File: config.mk
export PLATFORM = sky130hd
export DESIGN_NAME = comb_eval_sched_flat
export DESIGN_NICKNAME = d
export VERILOG_FILES = /design/src/rtl/comb_eval_if.sv /design/src/rtl/comb_eval_sched.sv /design/src/flat_wrapper.sv
export SDC_FILE = /design/constraint.sdc
export NUM_CORES = 1
export LEC_CHECK = 0
export CORE_MARGIN = 2
export CORE_UTILIZATION = 35
export CTS_CLUSTER_DIAMETER = 50
export DETAILED_ROUTE_END_ITERATION = 7
export PLACE_DENSITY = 0.8
export SKIP_CTS_REPAIR_TIMING = 1
export SYNTH_ARGS = -nofsm -noshare
export SYNTH_HDL_FRONTEND = slang
export SYNTH_SLANG_ARGS = --single-unit
File: constraint.sdc
create_clock -name clk -period 2.1 [get_ports clk]
set_input_delay 0.42 -clock clk [delete_from_list [all_inputs] [get_ports clk]]
set_output_delay 0.42 -clock clk [all_outputs]
set_load 0.05 [all_outputs]
File: src/rtl/comb_eval_if.sv
// Request/response bundle for comb_eval_sched: requesters drive the master side,
// the scheduler implements the slave side.
interface comb_eval_if #(
  parameter int N_REQ = 4,
  parameter int N_IN  = 6,
  parameter int N_OUT = 5
);
  localparam int IDW = $clog2(N_REQ);

  logic [N_REQ-1:0]      req_valid;
  logic [N_REQ*N_IN-1:0] req_vec;
  logic [N_REQ-1:0]      req_ready;
  logic                  rsp_valid;
  logic                  rsp_ready;
  logic [IDW-1:0]        rsp_id;
  logic [N_OUT-1:0]      rsp_out;

  modport master (
    output req_valid, req_vec, rsp_ready,
    input  req_ready, rsp_valid, rsp_id, rsp_out
  );

  modport slave (
    input  req_valid, req_vec, rsp_ready,
    output req_ready, rsp_valid, rsp_id, rsp_out
  );
endinterface

File: src/rtl/comb_eval_sched.sv
// Round-robin time-sharing of one combinational netlist among N_REQ requesters.
// The exhaustive-sweep signature engine is built only when COMB_EVAL_SWEEP_EN is defined.
module comb_eval_sched #(
  parameter int N_REQ  = 4,
  parameter int N_IN   = 6,
  parameter int N_OUT  = 5,
  parameter int SETTLE = 2
) (
  input  logic             clk,
  input  logic             rst_n,
  comb_eval_if.slave       bus,
  output logic [N_IN-1:0]  dut_x,
  input  logic [N_OUT-1:0] dut_f,
  input  logic             sweep_start,
  output logic             sweep_busy,
  output logic             sweep_done,
  output logic [15:0]      sweep_sig
);
  localparam int IDW = $clog2(N_REQ);
  localparam int CW  = $clog2(SETTLE + 1);
  localparam logic [CW-1:0]  CNT_INIT = CW'(SETTLE - 1);
  localparam logic [IDW-1:0] ID_LAST  = IDW'(N_REQ - 1);

  typedef enum logic [2:0] {
    ST_IDLE      = 3'd0,
    ST_SETTLE_W  = 3'd1,
    ST_RESP      = 3'd2
`ifdef COMB_EVAL_SWEEP_EN
    , ST_SW_SETTLE = 3'd3,
    ST_SW_END    = 3'd4
`endif
  } state_e;

  state_e           state_q, state_d;
  logic [IDW-1:0]   rr_q, rr_d;
  logic [CW-1:0]    cnt_q, cnt_d;
  logic [N_IN-1:0]  dut_x_q, dut_x_d;
  logic [IDW-1:0]   rsp_id_q, rsp_id_d;
  logic [N_OUT-1:0] rsp_out_q, rsp_out_d;
  logic             rsp_valid_q, rsp_valid_d;

  logic             gnt_found_s;
  logic [IDW-1:0]   gnt_idx_s;
  logic [IDW:0]     scan_s;
  logic [N_REQ-1:0] req_ready_s;
  logic             sweep_go_s;

`ifdef COMB_EVAL_SWEEP_EN
  localparam logic [N_IN:0] V_LAST = {1'b0, {N_IN{1'b1}}};

  logic [N_IN:0] v_q, v_d;
  logic [N_IN:0] v_next_s;
  logic [15:0]   sig_q, sig_d;
  logic          busy_q, busy_d;
  logic          done_q, done_d;

  // One step of the CCITT-polynomial signature with the netlist outputs folded in.
  function automatic logic [15:0] sig_step(input logic [15:0] sig, input logic [N_OUT-1:0] f);
    logic [15:0] fb;
    fb = sig[15] ? 16'h1021 : 16'h0000;
    return ({sig[14:0], 1'b0} ^ fb) ^ 16'(f);
  endfunction

  assign sweep_go_s = sweep_start;
  assign v_next_s   = v_q + {{N_IN{1'b0}}, 1'b1};
`else
  logic unused_sweep_start_s;

  assign sweep_go_s           = 1'b0;
  assign unused_sweep_start_s = sweep_start;
`endif

  // Round-robin search for the first valid requester at or after rr_q.
  always_comb begin
    gnt_found_s = 1'b0;
    gnt_idx_s   = {IDW{1'b0}};
    scan_s      = {(IDW+1){1'b0}};
    for (int k = 0; k < N_REQ; k++) begin
      scan_s = {1'b0, rr_q} + (IDW+1)'(k);
      if (scan_s >= (IDW+1)'(N_REQ)) begin
        scan_s = scan_s - (IDW+1)'(N_REQ);
      end else begin
        scan_s = scan_s;
      end
      if (!gnt_found_s && bus.req_valid[scan_s[IDW-1:0]]) begin
        gnt_found_s = 1'b1;
        gnt_idx_s   = scan_s[IDW-1:0];
      end else begin
        gnt_found_s = gnt_found_s;
      end
    end
  end

  // Accept is only offered from IDLE, and a same-cycle sweep request takes precedence.
  always_comb begin
    req_ready_s = {N_REQ{1'b0}};
    if (rst_n && (state_q == ST_IDLE) && !sweep_go_s && gnt_found_s) begin
      req_ready_s[gnt_idx_s] = 1'b1;
    end else begin
      req_ready_s = {N_REQ{1'b0}};
    end
  end

  // Next-state and datapath update for transactions and sweeps.
  always_comb begin
    state_d     = state_q;
    rr_d        = rr_q;
    cnt_d       = cnt_q;
    dut_x_d     = dut_x_q;
    rsp_id_d    = rsp_id_q;
    rsp_out_d   = rsp_out_q;
    rsp_valid_d = rsp_valid_q;
`ifdef COMB_EVAL_SWEEP_EN
    v_d    = v_q;
    sig_d  = sig_q;
    busy_d = busy_q;
    done_d = 1'b0;
`endif
    case (state_q)
      ST_IDLE: begin
`ifdef COMB_EVAL_SWEEP_EN
        if (sweep_start) begin
          state_d = ST_SW_SETTLE;
          busy_d  = 1'b1;
          sig_d   = 16'hFFFF;
          v_d     = {(N_IN+1){1'b0}};
          dut_x_d = {N_IN{1'b0}};
          cnt_d   = CNT_INIT;
        end else
`endif
        if (gnt_found_s) begin
          dut_x_d  = bus.req_vec[int'(gnt_idx_s)*N_IN +: N_IN];
          rsp_id_d = gnt_idx_s;
          rr_d     = (gnt_idx_s == ID_LAST) ? {IDW{1'b0}} : gnt_idx_s + IDW'(1);
          cnt_d    = CNT_INIT;
          state_d  = ST_SETTLE_W;
        end else begin
          state_d = ST_IDLE;
        end
      end
      ST_SETTLE_W: begin
        if (cnt_q == {CW{1'b0}}) begin
          rsp_out_d   = dut_f;
          rsp_valid_d = 1'b1;
          state_d     = ST_RESP;
        end else begin
          cnt_d = cnt_q - CW'(1);
        end
      end
      ST_RESP: begin
        if (bus.rsp_ready) begin
          rsp_valid_d = 1'b0;
          state_d     = ST_IDLE;
        end else begin
          state_d = ST_RESP;
        end
      end
`ifdef COMB_EVAL_SWEEP_EN
      ST_SW_SETTLE: begin
        if (cnt_q == {CW{1'b0}}) begin
          sig_d = sig_step(sig_q, dut_f);
          if (v_q == V_LAST) begin
            done_d  = 1'b1;
            state_d = ST_SW_END;
          end else begin
            v_d     = v_next_s;
            dut_x_d = v_next_s[N_IN-1:0];
            cnt_d   = CNT_INIT;
          end
        end else begin
          cnt_d = cnt_q - CW'(1);
        end
      end
      ST_SW_END: begin
        busy_d  = 1'b0;
        state_d = ST_IDLE;
      end
`endif
      default: begin
        state_d = ST_IDLE;
      end
    endcase
  end

  // State and datapath registers; reset abandons any transaction or sweep in flight.
  always_ff @(posedge clk or negedge rst_n) begin
    if (!rst_n) begin
      state_q     <= ST_IDLE;
      rr_q        <= {IDW{1'b0}};
      cnt_q       <= {CW{1'b0}};
      dut_x_q     <= {N_IN{1'b0}};
      rsp_id_q    <= {IDW{1'b0}};
      rsp_out_q   <= {N_OUT{1'b0}};
      rsp_valid_q <= 1'b0;
`ifdef COMB_EVAL_SWEEP_EN
      v_q    <= {(N_IN+1){1'b0}};
      sig_q  <= 16'h0000;
      busy_q <= 1'b0;
      done_q <= 1'b0;
`endif
    end else begin
      state_q     <= state_d;
      rr_q        <= rr_d;
      cnt_q       <= cnt_d;
      dut_x_q     <= dut_x_d;
      rsp_id_q    <= rsp_id_d;
      rsp_out_q   <= rsp_out_d;
      rsp_valid_q <= rsp_valid_d;
`ifdef COMB_EVAL_SWEEP_EN
      v_q    <= v_d;
      sig_q  <= sig_d;
      busy_q <= busy_d;
      done_q <= done_d;
`endif
    end
  end

  assign dut_x         = dut_x_q;
  assign bus.req_ready = req_ready_s;
  assign bus.rsp_valid = rsp_valid_q;
  assign bus.rsp_id    = rsp_id_q;
  assign bus.rsp_out   = rsp_out_q;
`ifdef COMB_EVAL_SWEEP_EN
  assign sweep_busy = busy_q;
  assign sweep_done = done_q;
  assign sweep_sig  = sig_q;
`else
  assign sweep_busy = 1'b0;
  assign sweep_done = 1'b0;
  assign sweep_sig  = 16'h0000;
`endif
endmodule

File: src/flat_wrapper.sv
// flat-port wrapper written by rule: the top's interface ports become plain ports
module comb_eval_sched_flat 
#(
  parameter int N_REQ  = 4,
  parameter int N_IN   = 6,
  parameter int N_OUT  = 5,
  parameter int SETTLE = 2
)
  (clk, rst_n, dut_x, dut_f, sweep_start, sweep_busy, sweep_done, sweep_sig, bus_req_valid, bus_req_vec, bus_rsp_ready, bus_req_ready, bus_rsp_valid, bus_rsp_id, bus_rsp_out);
  comb_eval_if #(.N_REQ(N_REQ), .N_IN(N_IN), .N_OUT(N_OUT)) bus_i ();
  input  logic clk;
  input  logic rst_n;
  output logic [N_IN-1:0] dut_x;
  input  logic [N_OUT-1:0] dut_f;
  input  logic sweep_start;
  output logic sweep_busy;
  output logic sweep_done;
  output logic [15:0] sweep_sig;
  input wire logic [$bits(bus_i.req_valid)-1:0] bus_req_valid;
  input wire logic [$bits(bus_i.req_vec)-1:0] bus_req_vec;
  input wire logic [$bits(bus_i.rsp_ready)-1:0] bus_rsp_ready;
  output wire logic [$bits(bus_i.req_ready)-1:0] bus_req_ready;
  output wire logic [$bits(bus_i.rsp_valid)-1:0] bus_rsp_valid;
  output wire logic [$bits(bus_i.rsp_id)-1:0] bus_rsp_id;
  output wire logic [$bits(bus_i.rsp_out)-1:0] bus_rsp_out;
  assign bus_i.req_valid = bus_req_valid;
  assign bus_i.req_vec = bus_req_vec;
  assign bus_i.rsp_ready = bus_rsp_ready;
  assign bus_req_ready = bus_i.req_ready;
  assign bus_rsp_valid = bus_i.rsp_valid;
  assign bus_rsp_id = bus_i.rsp_id;
  assign bus_rsp_out = bus_i.rsp_out;
  comb_eval_sched #(.N_REQ(N_REQ), .N_IN(N_IN), .N_OUT(N_OUT), .SETTLE(SETTLE)) u_core (.clk(clk), .rst_n(rst_n), .bus(bus_i), .dut_x(dut_x), .dut_f(dut_f), .sweep_start(sweep_start), .sweep_busy(sweep_busy), .sweep_done(sweep_done), .sweep_sig(sweep_sig));
endmodule
# After elaboration in Yosys (flattened, before gate mapping)
# Index checks and enable logic that the tools add are counted.
# word_totals
in_bits	37
regBits	21
elab_cells	86
output_inout_bits	36
# classes
n_eq_ne	7
n_mul	1
n_mux	34
addsub	9
n_shift	1
n_reduce_logical	17
magnitude_cmp	10
# op_table
operator	n
$shiftx 24x32->6	1
$mux 2	12
$lt 2x3->1 const B	5
$mux 1	12
$sub 2x1->2 const B	5
$ge 3x3->1 const B	3
$pmux 3 s3	1
$bmux 1 s2	4
$add 2x2->3 const B	2
$logic_and 1x1->1	6
$reduce_and 3->1	2
$mul 2x2->4 const B	1
$mux 4	1
$ne 2x1->1 const B	2
$ne 2x2->1 const B	2
$pmux 2 s2	1
$reduce_and 2->1	2
$reduce_bool 2->1	2
$add 2x1->3 const B	1
$eq 3x1->1 const B	1
$eq 3x2->1 const B	1
$ge 2x3->1 const B	1
$logic_not 1->1	3
$logic_not 3->1	1
other kinds (7)	7

# Depth between registers and ports, before layout
# depth
ltp_word	19
ltp_mapped	8
ltp_nobuf	7

# Least setup slack after synthesis
# Ideal clock, no wire load.
# synth_path
kind	input-to-output
startpoint	input bus_req_valid[2]
endpoint	output bus_req_ready[1]
t_required_ns	1.680
cell_stages	5
t_arrival_ns	2.421
n_path_buf	1
setup_slack_ns	-0.741
path_cell_list	nor2b_1 -> or4_4 -> and2_4 -> buf_6 -> nor3_1
# synth_between
elab_chain_cells	17
word_cells_on_any_way	29
classes_between	2 x order compare; 19 x mux; 8 x reduce/logical
# synth_lines
item	line	source
start, declared	flat_wrapper.sv:19	input wire logic [$bits(bus_i.req_valid)-1:0] bus_req_valid;
$bmux 1 s2	comb_eval_sched.sv:85	if (!gnt_found_s && bus.req_valid[scan_s[IDW-1:0]]) begin
$mux 1 (not written as such)	comb_eval_sched.sv:85	
$mux 1	comb_eval_sched.sv:85	
$logic_not 1->1	comb_eval_sched.sv:85	
$logic_and 1x1->1	comb_eval_sched.sv:85	
$mux 1	comb_eval_sched.sv:85	
$logic_not 1->1	comb_eval_sched.sv:85	
$logic_and 1x1->1	comb_eval_sched.sv:85	
$mux 1	comb_eval_sched.sv:85	
$logic_not 1->1	comb_eval_sched.sv:85	
$logic_and 1x1->1	comb_eval_sched.sv:85	
$mux 2	comb_eval_sched.sv:85	
$lt 2x3->1 (not written as such) or $ge 2x1->1 (tied branches)	comb_eval_sched.sv:98	req_ready_s[gnt_idx_s] = 1'b1;
$logic_and 1x1->1 (not written as such)	comb_eval_sched.sv:98	
$mux 1 (not written as such)	comb_eval_sched.sv:98	
$demux 1 s2	--	
$mux 4 *	comb_eval_sched.sv:97	if (rst_n && (state_q == ST_IDLE) && !sweep_go_s && gnt_found_s) begin
end, declared	flat_wrapper.sv:22	output wire logic [$bits(bus_i.req_ready)-1:0] bus_req_ready;
# Every way passes the cells marked *; elsewhere a longest branch is shown, timed or not. The select of a mux whose other input is x is not followed.

# Worst setup path in the final report
# layout_path
startpoint	input bus_req_valid[2]
endpoint	output bus_req_ready[3]
# The elaborated chain is that of the path after synthesis.

==> results.json <==
{
  "outcome": "finished with violations",
  "violations": "negative setup slack",
  "endpoint_kind": "primary output",
  "max_stage_delay_ps": 520,
  "finClkSkew_ps": 1.05,
  "dp_hpwl_microns": 2660,
  "setup_viol_count_final": 4,
  "synth_area_leader_cell": "dfrtp_1",
  "holdPathEnd": "u_core.bus.rsp_id[0]",
  "area_delta_synth_final_pct": 61.8,
  "fp.coreArea_sq_um": 3690,
  "drt_iter0_markers": 27,
  "dp_cells": 262,
  "yosys-top-cells-area": "dfrtp_1 37%, buf_4 10%, ha_1 4.6%",
  "tritoncts": "built",
  "pwr-share-comb": 0.670,
  "power_density_nw_per_um2": 1470,
  "drt-total-wl_microns": 3300,
  "power.internal_mw": 1.73,
  "dieArea_sq_um": 4390,
  "nFillCells": 332,
  "yosysMostFrequentCell": "dfrtp_1",
  "root_buffer": "clkbuf_8",
  "power_frac_seq": 0.211,
  "dieHeight_microns": 66.3,
  "cts_sinks": 20,
  "initial_utilization": 0.368,
  "critical_path_class": "in -> out",
  "grt_max_degree": 16,
  "total_power_mw": 3.23,
  "post-route-min-period_ps": 2350,
  "place.gp.congestion": 0.807,
  "drc": 0,
  "clock_latency_ps": 260,
  "clkTransAtPathRegs_ps": 70,
  "period_share": 1.12,
  "antenna_left": 0,
  "syn_inst": 149,
  "synth_flop_cell": "dfrtp_1",
  "fmax_mhz": 425,
  "num_antenna_cells": 0,
  "worstHoldPathType": "reg -> reg",
  "arrival_ps": 1930,
  "synth_warnings": 0,
  "grt_use_total": 0.156,
  "start_kind": "input port",
  "antenna_found_initial": 0,
  "via_per_inst": 4.82,
  "synthArstFlopShare": 1.00,
  "grt_setup_unrepaired": "yes",
  "ir_drop_v": 0.000823,
  "synth_cell_types": 33,
  "htreeDepth": 1,
  "yosysSeqAreaShare": 0.369,
  "cts_buffers": 3,
  "io_buffers": 53,
  "hold_start": "u_core.bus.rsp_id[0]",
  "final_max_slew_viol_count": 0,
  "die_w_microns": 66.3,
  "cp_max_fo": 3,
  "synth-edff-count": 0,
  "r2r_end": "u_core.dut_x[0]",
  "avgSynthCellArea_sq_um": 9.11,
  "ff2ff_path_depth": 8,
  "grt_pass1_vias": 1260,
  "leakagePower_nw": 1.02,
  "routedWlPerCell_microns": 12.3,
  "net-switching-power_mw": 1.50,
  "synth_common_cells": "20 x dfrtp_1, 18 x buf_4, 14 x nand2_1",
  "synth_area_sq_um": 1360,
  "drtPass1Iterations": 4,
  "worstHoldPathCells": 2,
  "power.share.switching": 0.465,
  "grt_pass1_wl_microns": 5420,
  "nets": 263,
  "stdcell_count": 268,
  "drive_gt1_frac": 0.214,
  "register_area_sq_um": 500,
  "relSlewSlack": 0.656,
  "worstPathCellList": "dlymetal6s2s_1, nor2b_2, or4_4, and2_4, inv_8, ha_4, and3_4, buf_12",
  "worst_pin_slew_ps": 514,
  "crit_slowest_cell": "or4_4",
  "io_pins": 73,
  "hold_viol_final": 0,
  "required_ps": 1680,
  "rows": 22,
  "ff2ff_setup_slack_ps": 240,
  "synth_top_area_frac": 0.369,
  "grt-ovfl-total": 0,
  "ctsLongestPathBuffers": 2,
  "worstReg2RegStart": "u_core.state_q[0]",
  "p_clk_frac": 0.119,
  "post-route-worst-setup-slack_ps": -252,
  "vias": 1292,
  "multi_input_area_sq_um": 790,
  "synth-seq-cells": 20,
  "maxCapViolations": 0
}
==> critical path, delay by kind of cell <==
family	cells	cell delay [ps]
AND/OR/NAND/NOR	4	1060
adder cells (fa/ha/maj)	1	110
buffers and inverters	3	330
==> how the worst max path moves through the flow <==
stage	startpoint	end	slack [ps]	depth (start not counted)
finish	bus_req_valid[2]	bus_req_ready[3]	-250	8
CTS	bus_req_valid[1]	bus_req_ready[3]	-570	8
global route	u_core.rr_q[0]	bus_req_ready[3]	-310	7
floorplan	bus_req_valid[2]	bus_req_ready[3]	-140	7
global placement	bus_req_valid[1]	bus_req_ready[3]	-530	8
detailed placement	bus_req_valid[1]	bus_req_ready[3]	-570	8
==> cell families after synthesis <==
family,share of synthesized area
AOI/OAI and AO/OA,0.173
other,0.00276
DFF,0.369
and+or+nand+nor,0.180
buffers and inverters,0.144
muxes,0.0857
adders and majority gates,0.0461
==> layout make-up <==
class | instances | area share
multi-input combinational | 115 | 0.359
timing repair buffer | 74 | 0.338
sequential | 20 | 0.228
tap | 48 | 0.0273
clock buffer | 3 | 0.0188
inverter | 7 | 0.0154
clock inverter | 1 | 0.0137
==> per-layer routing <==
metal,part of all wire,global-route usage,vias up
met3,0.093,0.0443,2
li1,-,-,639
met1,0.42,0.198,603
met4,0.0033,0.0153,0
met5,0,0,-
met2,0.49,0.273,48
==> cell usage in the layout (no fill, tap or decap), types with 2 or more instances in the layout <==
cell type,count
o21ai_1,4
inv_1,5
buf_4,20
o21ai_0,7
or4_4,2
nand2b_1,3
mux2i_1,6
nand2_1,13
o311ai_1,6
dfrtp_1,20
clkbuf_8,3
and3_1,6
ha_1,4
buf_12,4
a21oi_1,5
dlymetal6s2s_1,4
nor2_1,6
a21boi_0,7
conb_1,18
nor3_1,3
nor2b_1,3
nor3_4,2
mux2_2,5
clkdlybuf4s50_1,45
==> power groups by stage <==
| stage | combinational, mW | sequential, mW | clock (mW) |
|---|---|---|---|
| 4_1_cts | 2.16 | 0.681 | 0.397 |
| 5_1_grt | 2.33 | 0.707 | 0.420 |
| 3_5_place_dp | 2.15 | 0.689 | 0 |
| 6_report | 2.16 | 0.683 | 0.383 |
| 3_3_place_gp | 2.11 | 0.679 | 0 |
| 2_1_floorplan | 1.02 | 1.14 | 0 |
==> sequential cells by signal, indices dropped and copies added (netlist names) <==
signal                flops
u_core.cnt_q              2
u_core.bus.rsp_out        5
u_core.bus.rsp_id         2
u_core.dut_x              6
u_core.rr_q               2
u_core.bus.rsp_valid      1
u_core.state_q            2
==> metrics by stage <==
stage	hold slack, ps	cell area (sq um)	TNS [ps]	utilization	setup slack, ps
after CTS	489	2170	-2740	0.587	-573
after global placement	461	2090	-4650	0.568	-530
final	485	2200	-840	0.596	-252
after global routing	513	2200	-1080	0.596	-308
after floorplan	124	1500	-246	-	-140
after detailed placement	471	2090	-5070	0.568	-569
Power figures use the tool's default switching activity.
